--- config.mk ---
export PLATFORM = sky130hd
export DESIGN_NAME = mem_stage
export DESIGN_NICKNAME = d
export VERILOG_FILES = /design/src/rtl/mem_pkg.sv /design/src/rtl/mem_stage_load_align.sv /design/src/rtl/mem_stage.sv
export SDC_FILE = /design/constraint.sdc
export NUM_CORES = 1
export LEC_CHECK = 0
export CAP_MARGIN = 20
export CORE_ASPECT_RATIO = 1.5
export CORE_MARGIN = 8
export CORE_UTILIZATION = 58
export DETAILED_ROUTE_END_ITERATION = 16
export DONT_BUFFER_PORTS = 1
export PLACE_DENSITY = 0.85
export REMOVE_ABC_BUFFERS = 1
export SYNTH_ARGS = -nofsm -noshare
export SYNTH_HDL_FRONTEND = slang
export SYNTH_SLANG_ARGS = --single-unit
--- constraint.sdc ---
create_clock -name clk -period 2.2 [get_ports clk]
set_clock_uncertainty 0.05 [all_clocks]
set_input_delay 0.55 -clock clk [delete_from_list [all_inputs] [get_ports clk]]
set_output_delay 0.55 -clock clk [all_outputs]
set_load 0.05 [all_outputs]
--- src/rtl/mem_pkg.sv ---
// Shared definitions for the memory pipeline stage.
//   - Load opcode ranges (word, half-word, byte loads)
//   - width_e : access width of a load
//   - state_e : split-load sequencer states
//   - width_of / is_misaligned : load decode helpers
package mem_pkg;

    localparam logic [4:0] OP_LW_FIRST = 5'd3;
    localparam logic [4:0] OP_LW_LAST  = 5'd5;
    localparam logic [4:0] OP_LH_FIRST = 5'd6;
    localparam logic [4:0] OP_LH_LAST  = 5'd8;
    localparam logic [4:0] OP_LB_FIRST = 5'd9;
    localparam logic [4:0] OP_LB_LAST  = 5'd11;

    typedef enum logic [1:0] {
        W_WORD = 2'd0,
        W_HALF = 2'd1,
        W_BYTE = 2'd2
    } width_e;

    typedef enum logic {
        IDLE  = 1'b0,
        SPLIT = 1'b1
    } state_e;

    // Access width of a load opcode; anything outside the half/byte ranges is treated as a word.
    function automatic width_e width_of(input logic [4:0] op);
        width_e w;
        if (op >= OP_LB_FIRST && op <= OP_LB_LAST) begin
            w = W_BYTE;
        end else if (op >= OP_LH_FIRST && op <= OP_LH_LAST) begin
            w = W_HALF;
        end else begin
            w = W_WORD;
        end
        return w;
    endfunction

    // A load crosses a word boundary when its bytes do not all fit in one aligned word.
    function automatic logic is_misaligned(input width_e w, input logic [1:0] off);
        logic m;
        case (w)
            W_WORD:  m = (off != 2'd0);
            W_HALF:  m = (off == 2'd3);
            W_BYTE:  m = 1'b0;
            default: m = 1'b0;
        endcase
        return m;
    endfunction

endpackage

--- src/rtl/mem_stage_load_align.sv ---
// Combinational load data extraction.
//   rd_data : word returned by data memory this cycle (upper word of a split load)
//   lo_buf  : first (lower) word of a split load
//   split   : load was split across two aligned words
//   offset  : byte offset of the load address within its word
//   width   : access width
//   value   : little-endian, zero-extended load result
module load_align
    import mem_pkg::*;
#(
    parameter int DATA_W = 32
) (
    input  logic [DATA_W-1:0] rd_data,
    input  logic [DATA_W-1:0] lo_buf,
    input  logic              split,
    input  logic [1:0]        offset,
    input  width_e            width,
    output logic [DATA_W-1:0] value
);

    logic [2*DATA_W-1:0] cat_s;
    logic [DATA_W-1:0]   shifted_s;

    // Shift the (possibly two-word) window down to the addressed byte, then mask to width.
    always_comb begin
        cat_s     = {2*DATA_W{1'b0}};
        shifted_s = {DATA_W{1'b0}};
        value     = {DATA_W{1'b0}};
        if (split) begin
            cat_s = {rd_data, lo_buf};
        end else begin
            cat_s = {{DATA_W{1'b0}}, rd_data};
        end
        shifted_s = DATA_W'(cat_s >> {offset, 3'b000});
        case (width)
            W_WORD:  value = shifted_s;
            W_HALF:  value = {{(DATA_W-16){1'b0}}, shifted_s[15:0]};
            W_BYTE:  value = {{(DATA_W-8){1'b0}}, shifted_s[7:0]};
            default: value = shifted_s;
        endcase
    end

endmodule

--- src/rtl/mem_stage.sv ---
// Memory pipeline stage: holds the instruction leaving execute, issues its data
// load (splitting word-crossing loads into two aligned reads) and presents the
// mem-stage and wb-stage forwarding state back to execute.
//   clk, rst            : clock, synchronous active-high reset
//   halt                : global freeze
//   ex_*                : instruction leaving execute
//   rd_en/rd_addr       : aligned data-memory read request
//   rd_data             : read data, one cycle after rd_en
//   stall_mem           : holds execute and upstream
//   mem_*/is_load_mem   : instruction currently in mem
//   wb_*/halt_in_wb     : instruction currently in wb
module mem_stage
    import mem_pkg::*;
#(
    parameter int ADDR_W = 32,
    parameter int DATA_W = 32
) (
    input  logic              clk,
    input  logic              rst,
    input  logic              halt,
    input  logic              ex_bubble,
    input  logic [4:0]        ex_opcode,
    input  logic [4:0]        ex_tgt_1,
    input  logic [4:0]        ex_tgt_2,
    input  logic [DATA_W-1:0] ex_result_1,
    input  logic [DATA_W-1:0] ex_result_2,
    input  logic [ADDR_W-1:0] ex_addr,
    input  logic              ex_is_load,
    input  logic              ex_is_store,
    input  logic              ex_halt,
    output logic              rd_en,
    output logic [ADDR_W-1:0] rd_addr,
    input  logic [DATA_W-1:0] rd_data,
    output logic              stall_mem,
    output logic [4:0]        mem_tgt_1,
    output logic [4:0]        mem_tgt_2,
    output logic [DATA_W-1:0] mem_result_out_1,
    output logic [DATA_W-1:0] mem_result_out_2,
    output logic              mem_bubble,
    output logic              is_load_mem,
    output logic [4:0]        mem_opcode_out,
    output logic [4:0]        wb_tgt_1,
    output logic [4:0]        wb_tgt_2,
    output logic [DATA_W-1:0] wb_result_out_1,
    output logic [DATA_W-1:0] wb_result_out_2,
    output logic              wb_bubble,
    output logic              halt_in_wb
);

    // mem stage register
    logic              mem_bubble_r;
    logic [4:0]        mem_opcode_r;
    logic [4:0]        mem_tgt1_r;
    logic [4:0]        mem_tgt2_r;
    logic [DATA_W-1:0] mem_res1_r;
    logic [DATA_W-1:0] mem_res2_r;
    logic [ADDR_W-1:0] mem_addr_r;
    logic              mem_is_load_r;
    logic              mem_is_store_r;
    logic              mem_halt_r;

    // wb stage register
    logic              wb_bubble_r;
    logic [4:0]        wb_tgt1_r;
    logic [4:0]        wb_tgt2_r;
    logic [DATA_W-1:0] wb_res1_r;
    logic [DATA_W-1:0] wb_res2_r;
    logic              wb_is_load_r;
    width_e            wb_width_r;
    logic [1:0]        wb_off_r;
    logic              wb_split_r;

    state_e            state_r;
    state_e            state_nxt_s;
    logic [DATA_W-1:0] lo_buf_r;
    logic              halt_in_wb_r;

    logic              mem_valid_s;
    logic              mem_load_s;
    width_e            mem_width_s;
    logic              mem_misal_s;
    logic [ADDR_W-1:0] base_s;
    logic              rd_en_s;
    logic [ADDR_W-1:0] rd_addr_s;
    logic              stall_s;
    logic              mem_adv_s;
    logic              mem_kill_s;
    logic [DATA_W-1:0] align_s;

    // Once a halt has reached wb nothing behind it is allowed to act.
    assign mem_valid_s = !mem_bubble_r && !halt_in_wb_r;
    assign mem_load_s  = mem_valid_s && mem_is_load_r && !mem_is_store_r;
    assign mem_width_s = width_of(mem_opcode_r);
    assign mem_misal_s = is_misaligned(mem_width_s, mem_addr_r[1:0]);
    assign base_s      = {mem_addr_r[ADDR_W-1:2], 2'b00};

    // Split-load sequencer: read request, read address, stall and next state.
    always_comb begin
        state_nxt_s = state_r;
        rd_en_s     = 1'b0;
        rd_addr_s   = base_s;
        stall_s     = 1'b0;
        case (state_r)
            IDLE: begin
                if (mem_load_s) begin
                    rd_en_s = 1'b1;
                    if (mem_misal_s) begin
                        stall_s     = 1'b1;
                        state_nxt_s = SPLIT;
                    end else begin
                        stall_s     = 1'b0;
                        state_nxt_s = IDLE;
                    end
                end else begin
                    rd_en_s = 1'b0;
                end
            end
            SPLIT: begin
                // Second aligned word; address arithmetic wraps at the top of memory.
                rd_en_s     = 1'b1;
                rd_addr_s   = base_s + ADDR_W'(3'd4);
                state_nxt_s = IDLE;
            end
            default: begin
                state_nxt_s = IDLE;
            end
        endcase
    end

    assign mem_adv_s  = !halt && !stall_s;
    // Instructions following a halt are turned into bubbles.
    assign mem_kill_s = halt_in_wb_r || (mem_valid_s && mem_halt_r);

    // Sequencer state and first-word buffer.
    always_ff @(posedge clk) begin
        if (rst) begin
            state_r  <= IDLE;
            lo_buf_r <= {DATA_W{1'b0}};
        end else if (!halt) begin
            state_r <= state_nxt_s;
            if (state_r == SPLIT) begin
                lo_buf_r <= rd_data;
            end
        end
    end

    // mem stage register: captures execute output unless stalled or frozen.
    always_ff @(posedge clk) begin
        if (rst) begin
            mem_bubble_r   <= 1'b1;
            mem_opcode_r   <= 5'd0;
            mem_tgt1_r     <= 5'd0;
            mem_tgt2_r     <= 5'd0;
            mem_res1_r     <= {DATA_W{1'b0}};
            mem_res2_r     <= {DATA_W{1'b0}};
            mem_addr_r     <= {ADDR_W{1'b0}};
            mem_is_load_r  <= 1'b0;
            mem_is_store_r <= 1'b0;
            mem_halt_r     <= 1'b0;
        end else if (mem_adv_s) begin
            mem_opcode_r   <= ex_opcode;
            mem_res1_r     <= ex_result_1;
            mem_res2_r     <= ex_result_2;
            mem_addr_r     <= ex_addr;
            mem_is_store_r <= ex_is_store;
            if (mem_kill_s) begin
                mem_bubble_r  <= 1'b1;
                mem_tgt1_r    <= 5'd0;
                mem_tgt2_r    <= 5'd0;
                mem_is_load_r <= 1'b0;
                mem_halt_r    <= 1'b0;
            end else begin
                mem_bubble_r  <= ex_bubble;
                mem_tgt1_r    <= ex_tgt_1;
                mem_tgt2_r    <= ex_tgt_2;
                mem_is_load_r <= ex_is_load;
                mem_halt_r    <= ex_halt;
            end
        end
    end

    // wb stage register: takes the mem instruction when it leaves mem, otherwise a bubble.
    always_ff @(posedge clk) begin
        if (rst) begin
            wb_bubble_r  <= 1'b1;
            wb_tgt1_r    <= 5'd0;
            wb_tgt2_r    <= 5'd0;
            wb_res1_r    <= {DATA_W{1'b0}};
            wb_res2_r    <= {DATA_W{1'b0}};
            wb_is_load_r <= 1'b0;
            wb_width_r   <= W_WORD;
            wb_off_r     <= 2'd0;
            wb_split_r   <= 1'b0;
        end else if (!halt) begin
            if (!stall_s && mem_valid_s) begin
                wb_bubble_r  <= 1'b0;
                wb_tgt1_r    <= mem_tgt1_r;
                wb_tgt2_r    <= mem_tgt2_r;
                wb_res1_r    <= mem_res1_r;
                wb_res2_r    <= mem_res2_r;
                wb_is_load_r <= mem_load_s;
                wb_width_r   <= mem_width_s;
                wb_off_r     <= mem_addr_r[1:0];
                wb_split_r   <= (state_r == SPLIT);
            end else begin
                wb_bubble_r  <= 1'b1;
                wb_tgt1_r    <= 5'd0;
                wb_tgt2_r    <= 5'd0;
                wb_is_load_r <= 1'b0;
                wb_split_r   <= 1'b0;
            end
        end
    end

    // Sticky halt flag, raised when a valid halt instruction enters wb.
    always_ff @(posedge clk) begin
        if (rst) begin
            halt_in_wb_r <= 1'b0;
        end else if (!halt && !stall_s && mem_valid_s && mem_halt_r) begin
            halt_in_wb_r <= 1'b1;
        end
    end

    load_align #(.DATA_W(DATA_W)) u_align (
        .rd_data (rd_data),
        .lo_buf  (lo_buf_r),
        .split   (wb_split_r),
        .offset  (wb_off_r),
        .width   (wb_width_r),
        .value   (align_s)
    );

    assign rd_en            = rd_en_s;
    assign rd_addr          = rd_addr_s;
    assign stall_mem        = stall_s;
    assign mem_tgt_1        = mem_tgt1_r;
    assign mem_tgt_2        = mem_tgt2_r;
    assign mem_result_out_1 = mem_res1_r;
    assign mem_result_out_2 = mem_res2_r;
    assign mem_bubble       = mem_bubble_r;
    assign is_load_mem      = mem_is_load_r;
    assign mem_opcode_out   = mem_opcode_r;
    assign wb_tgt_1         = wb_tgt1_r;
    assign wb_tgt_2         = wb_tgt2_r;
    // Load data arrives from memory during the wb cycle, so it is extracted combinationally.
    assign wb_result_out_1  = (wb_is_load_r && !wb_bubble_r) ? align_s : wb_res1_r;
    assign wb_result_out_2  = wb_res2_r;
    assign wb_bubble        = wb_bubble_r;
    assign halt_in_wb       = halt_in_wb_r;

endmodule

**Word-level counts from Yosys, hierarchy flattened**

Cells that the tools add are included.

- Bits in registers: 230
- Latch bits: 0
- Bits in writable memories: 0
- Memory bits (read-only): 0
- Input bits: 150
- Output and inout port bits: 191
- Logic and storage cells: 79
- Memories kept: 0

- $add $sub $neg: 1
- Multiply operators: 0
- Div/mod/pow operators: 0
- $lt $le $gt $ge: 4
- Equal/unequal tests: 4
- Shift-type cells: 1
- Mux-type cells: 23
- Bitwise gates (word level): 2
- Reduce and logical (&&, ||, !) cells: 22

Operators with widths:

| kind | count |
|---|---|
| 32-bit two-way mux | 2 |
| 64-bit two-way mux | 1 |
| 32-bit one-hot mux with 2 select lines | 1 |
| 64-bit by 5-bit right shift with 32-bit output | 1 |
| 32-bit by 3-bit adder with 32-bit output (second input constant) | 1 |
| 5-bit two-way mux | 4 |
| 1-bit logical AND | 11 |
| 1-bit two-way mux | 11 |
| 5-bit by 4-bit less-or-equal comparator with 1-bit output (second input constant) | 2 |
| 1-bit logical NOT | 6 |
| 1-bit one-hot mux with 2 select lines | 3 |
| 5-bit by 3-bit greater-or-equal comparator with 1-bit output (second input constant) | 1 |
| 5-bit by 4-bit greater-or-equal comparator with 1-bit output (second input constant) | 1 |
| 2-bit by 1-bit == test with 1-bit output (second input constant) | 2 |
| 2-bit == test (second input constant) | 2 |
| 2-bit AND reduction | 2 |
| 2-bit logical NOT | 1 |
| 2-bit two-way mux | 1 |
| 1-bit NOT | 2 |
| 2-bit nonzero test | 1 |
| 1-bit logical OR | 1 |

**Longest topological paths before layout**

Gate-level depths: netlist (run 1).

- Depth after elaboration: 13
- Depth in mapped cells: 8
- Mapped depth without buffers: 5

**By module**

Synthesis (run 1) repeated with hierarchy kept, for this count alone.

- Cells, all modules: 1213
- Area, all modules: 11169.5 µm²

Modules (own cells, without submodules):

| module | times used | cells each | area an instance (µm²) | sequential area each (µm²) |
|---|---|---|---|---|
| mem_stage | 1 | 1055 | 9630.5 | 4604.4 |
| load_align | 1 | 158 | 1539.0 | 0.0 |

**Least setup slack after synthesis (run 1)**

No wires, ideal clock.

- Path kind: reg-to-output
- Start: register wb_split_r
- End: output port wb_result_out_1[31]
- Arrival: 2464 ps
- Required time: 1600 ps
- Path slack: -864 ps
- Stages on the path, launching flop included: 6
- Path buffers: 2
- Cell sequence: dfxtp_1 buf_1 clkbuf_1 mux2i_1 a21oi_1 o31ai_1

- Word-level cells in the longest chain between the ends: 4

RTL lines:

| item | line | text |
|---|---|---|
| start: declaration | mem_stage.sv:71 | `logic wb_split_r;` |
| start signal: assignment | mem_stage.sv:204 | `wb_split_r <= (state_r == SPLIT);` |
| 64-bit two-way mux | mem_stage_load_align.sv:29 | `if (split) begin` |
| 64-bit by 5-bit right shift with 32-bit output | mem_stage_load_align.sv:34 | `shifted_s = DATA_W'(cat_s >> {offset, 3'b000});` |
| 32-bit one-hot mux with 2 select lines | mem_stage_load_align.sv:35 | `case (width)` |
| 32-bit two-way mux | mem_stage.sv:246 | `assign wb_result_out_1 = (wb_is_load_r && !wb_bubble_r) ? align_s : wb_res1_r;` |
| end: declaration | mem_stage.sv:44 | `output logic [DATA_W-1:0] wb_result_out_1,` |

No other way between the ends.

**Worst setup path in the final report (run 1)**

- Start: register mem_addr_r[8]
- End: output port rd_addr[27]

- Word-level cells in the longest chain between the ends: 2

RTL lines:

| item | line | text |
|---|---|---|
| start: declaration | mem_stage.sv:57 | `logic [ADDR_W-1:0] mem_addr_r;` |
| start signal: assignment | mem_stage.sv:156 | `mem_addr_r <= {ADDR_W{1'b0}};` |
| start signal: assignment | mem_stage.sv:164 | `mem_addr_r <= ex_addr;` |
| 32-bit by 3-bit adder with 32-bit output | mem_stage.sv:121 | `rd_addr_s = base_s + ADDR_W'(3'd4);` |
| 32-bit two-way mux | mem_stage.sv:103 | `case (state_r)` |
| end: declaration | mem_stage.sv:32 | `output logic [ADDR_W-1:0] rd_addr,` |

No other way between the ends.

==> results of run 1 <==
==> final cells by class <==
type                       count  area, sq um  share of cell area [%]
multi-input combinational    900         6600                    44.6
clock inverter                14          195                    1.32
tap                          252          315                    2.13
inverter                       7         33.8                   0.228
timing repair buffer         206         2350                    15.8
clock buffer                  30          664                    4.49
sequential                   230         4650                    31.4
==> through the flow <==
step | instances | setup WS [ns] | util [%] | total power [mW] | instance area [sq um]
after floorplan | 1137 | -3.88 | - | 5.59 | 10400
after global placement | 1532 | -0.0166 | 66.0 | 5.84 | 12100
after detailed placement | 1533 | -0.0626 | 66.0 | 5.88 | 12100
after CTS | 1603 | -0.555 | 74.6 | 10.3 | 13700
after global routing | 1639 | -1.08 | 80.5 | 10.8 | 14800
final | 1639 | -1.02 | 80.5 | 10.6 | 14800
==> worst max-delay path by stage <==
stage	from	slack [ns]	to
floorplan	mem_opcode_out[0]	-3.88	wb_tgt_1[0]
global placement	wb_off_r[0]	-0.02	wb_result_out_1[19]
detailed placement	mem_addr_r[6]	-0.06	rd_addr[17]
CTS	wb_off_r[0]	-0.56	wb_result_out_1[12]
global route	mem_addr_r[19]	-1.08	rd_addr[27]
finish	mem_addr_r[8]	-1.02	rd_addr[27]
==> what timing repair did <==
action / CTS / global route
pin swaps: 51 / 85
resized for setup: 125 / 147
setup buffers: 24 / 34
endpoints found under the setup margin: 59 / 116
cloned: 2 / 6
==> layer usage <==
layer	wire length [microns]	GRT usage [%]	up-vias	part of all wire, %
li1	-	-	4461	-
met1	14700	28.5	5125	31
met2	22600	52.8	1155	47
met3	6190	9.33	433	13
met4	4460	23.8	0	9.3
met5	0	0	-	0
==> cells in the mapped netlist (2+ instances only) <==
cell      count  area (sq um)
mux4_2       16           360
nand2_1     415          1560
xnor2_1      25           219
buf_4         2          15.0
nor2_1       22          82.6
nor3b_1       7          52.6
a21oi_1      41           205
nand4_1      10          62.6
nand3_1      21           105
o21a_1        8          60.1
mux2i_1     210          2100
a31oi_1       8          50.1
xor2_1        4          35.0
clkbuf_1     54           203
o21ai_1       2          10.0
o31a_1        2          17.5
o31ai_1       2          15.0
inv_1         6          22.5
buf_6         5          56.3
and4_1        5          43.8
a32o_1       10           100
buf_2        22           110
buf_1        11          41.3
nor2b_1       5          31.3
ha_1          2          25.0
a22o_1       15           131
nor4_1        3          18.8
and3_1        3          18.8
o21ai_0      17          85.1
nand2b_1     12          75.1
o22ai_1       8          50.1
mux2_2        8          90.1
nor3_1        8          40.0
dfxtp_1     230          4600
==> sequential cells by signal, summed over array words and instances, names as in the netlist <==
register	count
mem_opcode_out	5
wb_result_out_2	32
mem_result_out_1	32
mem_is_store_r	1
mem_result_out_2	32
wb_split_r	1
wb_tgt_2	5
wb_bubble	1
wb_res1_r	32
wb_tgt_1	5
wb_off_r	2
mem_addr_r	32
lo_buf_r	32
wb_is_load_r	1
mem_halt_r	1
wb_width_r	2
mem_tgt_1	5
state_r	1
mem_bubble	1
halt_in_wb	1
mem_tgt_2	5
is_load_mem	1
==> worst register-to-register path, delay by kind of cell, from the launching register on <==
family                 cells  cell delay [ns]
AND/OR/NAND/NOR            1             0.25
flip-flops                 1             0.38
buffers and inverters      2             0.46
multiplexers               1             0.52
AO/OA/AOI/OAI              2             0.54
==> report_power, final <==
| part | leakage [nW] | switching (mW) | internal [mW] |
|---|---|---|---|
| combinational | 3.75 | 0.774 | 0.515 |
| sequential | 1.89 | 0.486 | 4.32 |
| clock | 0.401 | 1.82 | 2.64 |
==> cell families (layout without fill, tap and decap cells) <==
logic type | after synthesis | after routing | share of synthesized area [%]
simple gates | 516 | 516 | 19.9
mux | 234 | 234 | 23.6
flops | 230 | 230 | 42.7
compound gates | 117 | 117 | 7.03
buf+inv | 101 | 257 | 4.18
xor+xnor | 29 | 29 | 2.35
fa+ha+maj | 2 | 2 | 0.232
other cells | 1 | 2 | 0.0347
==> results.json, run 1 <==
{
  "first_global_vias": 10500,
  "via_per_inst": 6.82,
  "cp_max_fo": 4,
  "clockRootBuffer": "clkbuf_16",
  "yosysSeqAreaShare_pct": 42.7,
  "worstPathRequired_ns": 1.60,
  "yosysWarnings": 0,
  "grt_pass1_wl_microns": 56000,
  "layout_commonest_cell": "nand2_1",
  "h-tree-depth": 1,
  "vias": 11200,
  "ys.flop_type": "dfxtp_1",
  "coreArea_sq_um": 18400,
  "final.setup.worst_slack_ns": -1.02,
  "final-setup-viol-count": 65,
  "drive_above_1_share_pct": 29.6,
  "status": "complete, but fails checks",
  "antenna_found_initial": 0,
  "r2r-end": "mem_addr_r[7]",
  "syn_to_final_growth_pct": 37.1,
  "syn-mean-instance-area_sq_um": 8.77,
  "layout_common_cells": "nand2_1, dfxtp_1, mux2i_1",
  "fillers": 875,
  "start_util_pct": 58.7,
  "nets": 1521,
  "regToRegSetupSlack_ns": -0.16,
  "cp_slowest_cell": "nor4_4",
  "tns_ns": -36.33,
  "routed_wl_microns": 48000,
  "synth_enable_flop_cells": 0,
  "port_buffers": 0,
  "layout_min_cycle_time_ns": 3.22,
  "numClockSinks": 230,
  "worstHoldStart": "rst",
  "ys_ff_latch": 230,
  "violations": "setup timing",
  "regToRegStartpoint": "mem_opcode_out[2]",
  "holdPathStages": 1,
  "peakVddDrop_mv": 0.629,
  "track_usage_pct": 30.0,
  "cts_buffers": 24,
  "end_kind": "output pin",
  "cts_tree": "built",
  "rows": 61,
  "boundaryPins": 341,
  "n_antenna_cell": 0,
  "slew-limit-headroom_pct": 52.7,
  "grt_setup_unrepaired": "yes",
  "ant_nets": 0,
  "async_flop_share_pct": 0,
  "die-area_sq_um": 23300,
  "place_congestion": 0.930,
  "path_cells": "nand4_1, buf_6, nor4_4, buf_4, buf_4, nand3_4, xnor2_4, buf_6",
  "clk_latency_ns": 0.52,
  "synth_cell_types": 45,
  "drc": 0,
  "cp-start-kind": "flop",
  "worst_pin_slew_ns": 0.707,
  "critPathBufInv": 4,
  "fin_crit_sh_pct": 147,
  "post_drt_wl_per_cell_microns": 29.3,
  "holdCritPathClass": "in -> reg",
  "grt_overflow_total": 0,
  "arrival_ns": 2.62,
  "maxCapViolCount": 0,
  "dp_hpwl_microns": 22900,
  "die_x_microns": 127,
  "r2r_cells": 6,
  "hold_end": "lo_buf_r[22]",
  "hold_violations": 0,
  "holdBufCountCts": 0,
  "die-height_microns": 183,
  "clockBufferDepth": 3,
  "drtPass1Iterations": 8,
  "worstSetupPathDepth": 8,
  "clk_pin_slew_worst_paths_ns": 0.07,
  "synth_area_sq_um": 10800,
  "drtIter0Drc": 1657,
  "whs_ns": 0.0764,
  "critPathMaxStageDelay_ns": 0.49,
  "grt_max_degree": 56,
  "p_per_area_nw_per_um2": 713,
  "synth_cells": 1230,
  "p_leak_nw": 6.04,
  "critPathTopFamily": "simple AND/OR/NAND/NOR gates",
  "setup.worst_path.class": "reg -> out",
  "drv_slew": 0,
  "max_freq_ghz": 0.310
}
Note: power is estimated with default switching activity, not from simulation.
==> inputs of run 2 (changes only) <==
- REMOVE_ABC_BUFFERS: 1 -> unset
==> results.json, run 2 (synthesized netlist as in run 1, its figures left out) <==
{
  "switching_power_mw": 3.07,
  "critPathTopFamily": "simple AND/OR/NAND/NOR gates",
  "final.setup.worst_slack_ns": -0.786,
  "maxCapViolCount": 0,
  "critPathMaxStageDelay_ns": 0.36,
  "drive_above_1_share_pct": 33.1,
  "clk_latency_ns": 0.52,
  "die-height_microns": 183,
  "setup.worst_path.class": "reg -> out",
  "post_drt_wl_per_cell_microns": 30.3,
  "worst_pin_slew_ns": 0.831,
  "start_util_pct": 58.7,
  "clockBufferDepth": 3,
  "swShare_pct": 30.3,
  "p_leak_nw": 6.33,
  "p_total_mw": 10.1,
  "grt_max_degree": 64,
  "p_per_area_nw_per_um2": 642,
  "p_int_mw": 7.07,
  "status": "complete, but fails checks",
  "layout_commonest_cell": "nand2_1",
  "routed_wl_microns": 50000,
  "layout_common_cells": "nand2_1, dfxtp_1, mux2i_1",
  "drc": 0,
  "end_kind": "output pin",
  "clk_pin_slew_worst_paths_ns": 0.06,
  "seqPwrFrac_pct": 47.4,
  "clockRootBuffer": "clkbuf_16",
  "hold_violations": 0,
  "critPathBufInv": 3,
  "drtPass1Iterations": 6,
  "max_freq_ghz": 0.335,
  "final_util_pct": 85.9,
  "cp-start-kind": "flop",
  "first_global_vias": 10500,
  "die-area_sq_um": 23300,
  "vias": 10900,
  "grt_setup_unrepaired": "yes",
  "cp_slowest_cell": "dfxtp_2",
  "antenna_found_initial": 0,
  "worstPathRequired_ns": 1.60,
  "final_cells": 1649,
  "clock_power_share_pct": 37.9,
  "drtIter0Drc": 1451,
  "cts_tree": "built",
  "track_usage_pct": 34.1,
  "arrival_ns": 2.39,
  "layout_min_cycle_time_ns": 2.99,
  "boundaryPins": 341,
  "numClockSinks": 230,
  "holdBufCountCts": 0,
  "ant_nets": 0,
  "power_frac_comb_pct": 14.7,
  "nets": 1533,
  "drv_slew": 0,
  "grt_pass1_wl_microns": 62200,
  "h-tree-depth": 1,
  "dp.cells": 1553,
  "via_per_inst": 6.61,
  "syn_to_final_growth_pct": 46.4,
  "port_buffers": 0,
  "grt_overflow_total": 0,
  "die_x_microns": 127,
  "dp_hpwl_microns": 26700,
  "n_antenna_cell": 0,
  "path_cells": "nand4_1, buf_6, nor4_4, buf_6, nand4_1, xnor2_4, buf_12",
  "violations": "setup timing",
  "rows": 61,
  "coreArea_sq_um": 18400,
  "peakVddDrop_mv": 0.555,
  "fin_crit_sh_pct": 136,
  "dpl_worst_slack_ns": -0.186,
  "cts_buffers": 23,
  "fillers": 812,
  "slew-limit-headroom_pct": 44.5,
  "cp_max_fo": 3,
  "whs_ns": 0.0746,
  "place_congestion": 0.931,
  "holdCritPathClass": "in -> reg",
  "final-setup-viol-count": 63
}
## run 2: worst paths after layout
kind                            slack (ns)  depth (start not counted)      startpoint              to
worst min-delay path                  0.07                          1             rst     lo_buf_r[8]
worst min register to register        0.40                          2     lo_buf_r[4]     lo_buf_r[4]
worst max-delay path                 -0.79                          7  mem_addr_r[19]     rd_addr[28]
worst max register to register       -0.17                          6      mem_bubble  mem_addr_r[16]
## run 2: power groups by stage
stage               combinational [mW]  sequential [mW]  clock, mW
floorplan                        0.771             4.90          0
global placement                  1.20             4.87          0
detailed placement                1.24             4.88          0
CTS                               1.30             4.79       3.83
global route                      1.53             4.81       4.01
finish                            1.49             4.81       3.84
## run 2: stage by stage
stage / setup TNS (ns) / cell area [sq um]
after global placement: -1.59 / 13600
after detailed placement: -2.31 / 13600
after floorplan: -1.86 / 11600
after CTS: -28.24 / 14900
final: -35.31 / 15800
after global routing: -37.26 / 15800
## run 2: metal layers
| layer | track usage (%) | vias to the layer above | wire length (microns) |
|---|---|---|---|
| met5 | 0 | - | 0 |
| met4 | 21.9 | 0 | 3970 |
| met3 | 10.8 | 307 | 5800 |
| met2 | 60.3 | 928 | 24900 |
| met1 | 33.8 | 5173 | 15400 |
| li1 | - | 4494 | - |
## run 2: layout make-up
type                    count  area (sq um)  area share [%]
multi-input cells         900          7190            45.5
flip-flops and latches    230          4650            29.4
repair buffers            219          2880            18.2
clock buffers              30           622            3.94
well taps                 252           315            2.00
clock inverters            11          93.8           0.594
inverters                   7          37.5           0.238
## run 2: repair_timing
item / 4_1_cts / 5_1_grt
pin swaps: 54 / 68
cloned: 2 / 6
setup endpoints to repair: 62 / 87
gates resized for setup: 100 / 122
setup buffers: 19 / 34
==> inputs of run 3 (changes only) <==
- CORE_MARGIN: 8 -> 2
- PLACE_DENSITY: 0.85 -> 0.81
==> results.json, run 3 (synthesized netlist as in run 1, its figures left out) <==
{
  "status": "complete, but fails checks",
  "violations": "setup timing",
  "final-setup-viol-count": 63,
  "post_dp_cell_area_sq_um": 13500,
  "path_cells": "nand4_1, nor3_4, buf_6, nand4_1, xnor2_4, buf_12",
  "rows": 61,
  "drive_above_1_share_pct": 33.4,
  "cp_slowest_cell": "dfxtp_2",
  "hold_violations": 0,
  "drtIter0Drc": 1020,
  "holdCritPathClass": "in -> reg",
  "arrival_ns": 2.31,
  "h-tree-depth": 1,
  "die_x_microns": 115,
  "critPathBufInv": 2,
  "ant_nets": 0,
  "clk_latency_ns": 0.53,
  "port_buffers": 0,
  "p_total_mw": 10.4,
  "p_leak_nw": 6.33,
  "drtPass1Iterations": 5,
  "place_congestion": 0.948,
  "die-height_microns": 171,
  "coreArea_sq_um": 18400,
  "wl_met1_microns": 14500,
  "grt_max_degree": 67,
  "die-area_sq_um": 19700,
  "dpl_worst_slack_ns": -0.228,
  "final_cell_area_sq_um": 15800,
  "final.setup.worst_slack_ns": -0.710,
  "max_freq_ghz": 0.344,
  "post_drt_wl_per_cell_microns": 27.3,
  "cp_max_fo": 7,
  "end_kind": "output pin",
  "numClockSinks": 230,
  "antenna_found_initial": 0,
  "boundaryPins": 341,
  "p_per_area_nw_per_um2": 656,
  "cts_tree": "built",
  "layout_min_cycle_time_ns": 2.91,
  "maxCapViolCount": 0,
  "setup.worst_path.class": "reg -> out",
  "fillers": 812,
  "via_per_inst": 6.53,
  "dp_hpwl_microns": 24000,
  "n_antenna_cell": 0,
  "layout_commonest_cell": "nand2_1",
  "clockRootBuffer": "clkbuf_16",
  "final_util_pct": 85.9,
  "seqCellArea_sq_um": 4640,
  "first_global_vias": 10300,
  "grt_setup_unrepaired": "yes",
  "multi_input_area_sq_um": 7220,
  "start_util_pct": 58.7,
  "critPathMaxStageDelay_ns": 0.36,
  "top_layer_used": "met4",
  "worstPathRequired_ns": 1.60,
  "drv_slew": 0,
  "nets": 1533,
  "cp-start-kind": "flop",
  "wl_met2_microns": 22100,
  "layout_common_cells": "nand2_1, dfxtp_1, mux2i_1",
  "grt_overflow_total": 0,
  "vias": 10800,
  "drc": 0,
  "critPathTopFamily": "simple AND/OR/NAND/NOR gates",
  "syn_to_final_growth_pct": 46.3,
  "grt_pass1_wl_microns": 58300,
  "slew-limit-headroom_pct": 24.2,
  "cts_buffers": 22,
  "dr_wl_met3_microns": 4870,
  "cp_common_cell": "nand4_1",
  "fin_crit_sh_pct": 132,
  "holdBufCountCts": 0,
  "peakVddDrop_mv": 0.865,
  "clockBufferDepth": 3,
  "clk_pin_slew_worst_paths_ns": 0.07,
  "routed_wl_microns": 44900,
  "track_usage_pct": 38.1,
  "worst_pin_slew_ns": 1.13
}
[run 3: routing by layer]
metal | vias up | track usage [%]
met5 | - | 0
met4 | 0 | 22.2
met3 | 281 | 11.6
met2 | 859 | 66.4
met1 | 5125 | 40.0
li1 | 4493 | -
[run 3: final timing paths]
path / slack (ns) / cells past startpoint / start / to
worst min register to register: 0.41 / 2 / wb_res1_r[7] / wb_res1_r[7]
worst max register to register: -0.25 / 6 / halt_in_wb / mem_addr_r[5]
worst max-delay path: -0.71 / 6 / mem_addr_r[11] / rd_addr[19]
worst min-delay path: 0.07 / 1 / rst / state_r
[run 3: area by class of cell]
class                      count  area share, %
tap                          252           2.00
inverter                       7          0.238
clock buffer                  29           3.97
timing repair buffer         220           17.7
sequential                   230           29.4
clock inverter                10          0.959
multi-input combinational    900           45.7
[run 3: worst register-to-register path, stage by stage (launching register included)]
cell	delay, ns
dfxtp_2	0.34
nor4b_4	0.42
o311ai_4	0.21
o31a_2	0.44
buf_12	0.18
buf_12	0.17
mux2i_1	0.47
[run 3: stage by stage]
step | instances | TNS (ns) | hold slack [ns]
after floorplan | 1231 | -1.86 | 0.380
after global placement | 1546 | -1.95 | 0.387
after detailed placement | 1546 | -3.18 | 0.391
after CTS | 1618 | -28.36 | 0.0524
after global routing | 1648 | -35.99 | 0.0535
final | 1648 | -33.84 | 0.0739
[run 3: what timing repair did]
| action | CTS | global route |
|---|---|---|
| buffers inserted | 31 | 36 |
| pin swaps | 82 | 62 |
| setup endpoints to repair | 60 | 62 |
| cloned | 3 | 0 |
| gates resized for setup | 164 | 63 |
[run 3: power by group]
| part | total (mW) | leakage (nW) | internal (mW) | switching (mW) |
|---|---|---|---|---|
| combinational | 1.44 | 4.08 | 0.607 | 0.828 |
| clock | 4.12 | 0.372 | 2.38 | 1.74 |
| sequential | 4.80 | 1.89 | 4.32 | 0.483 |
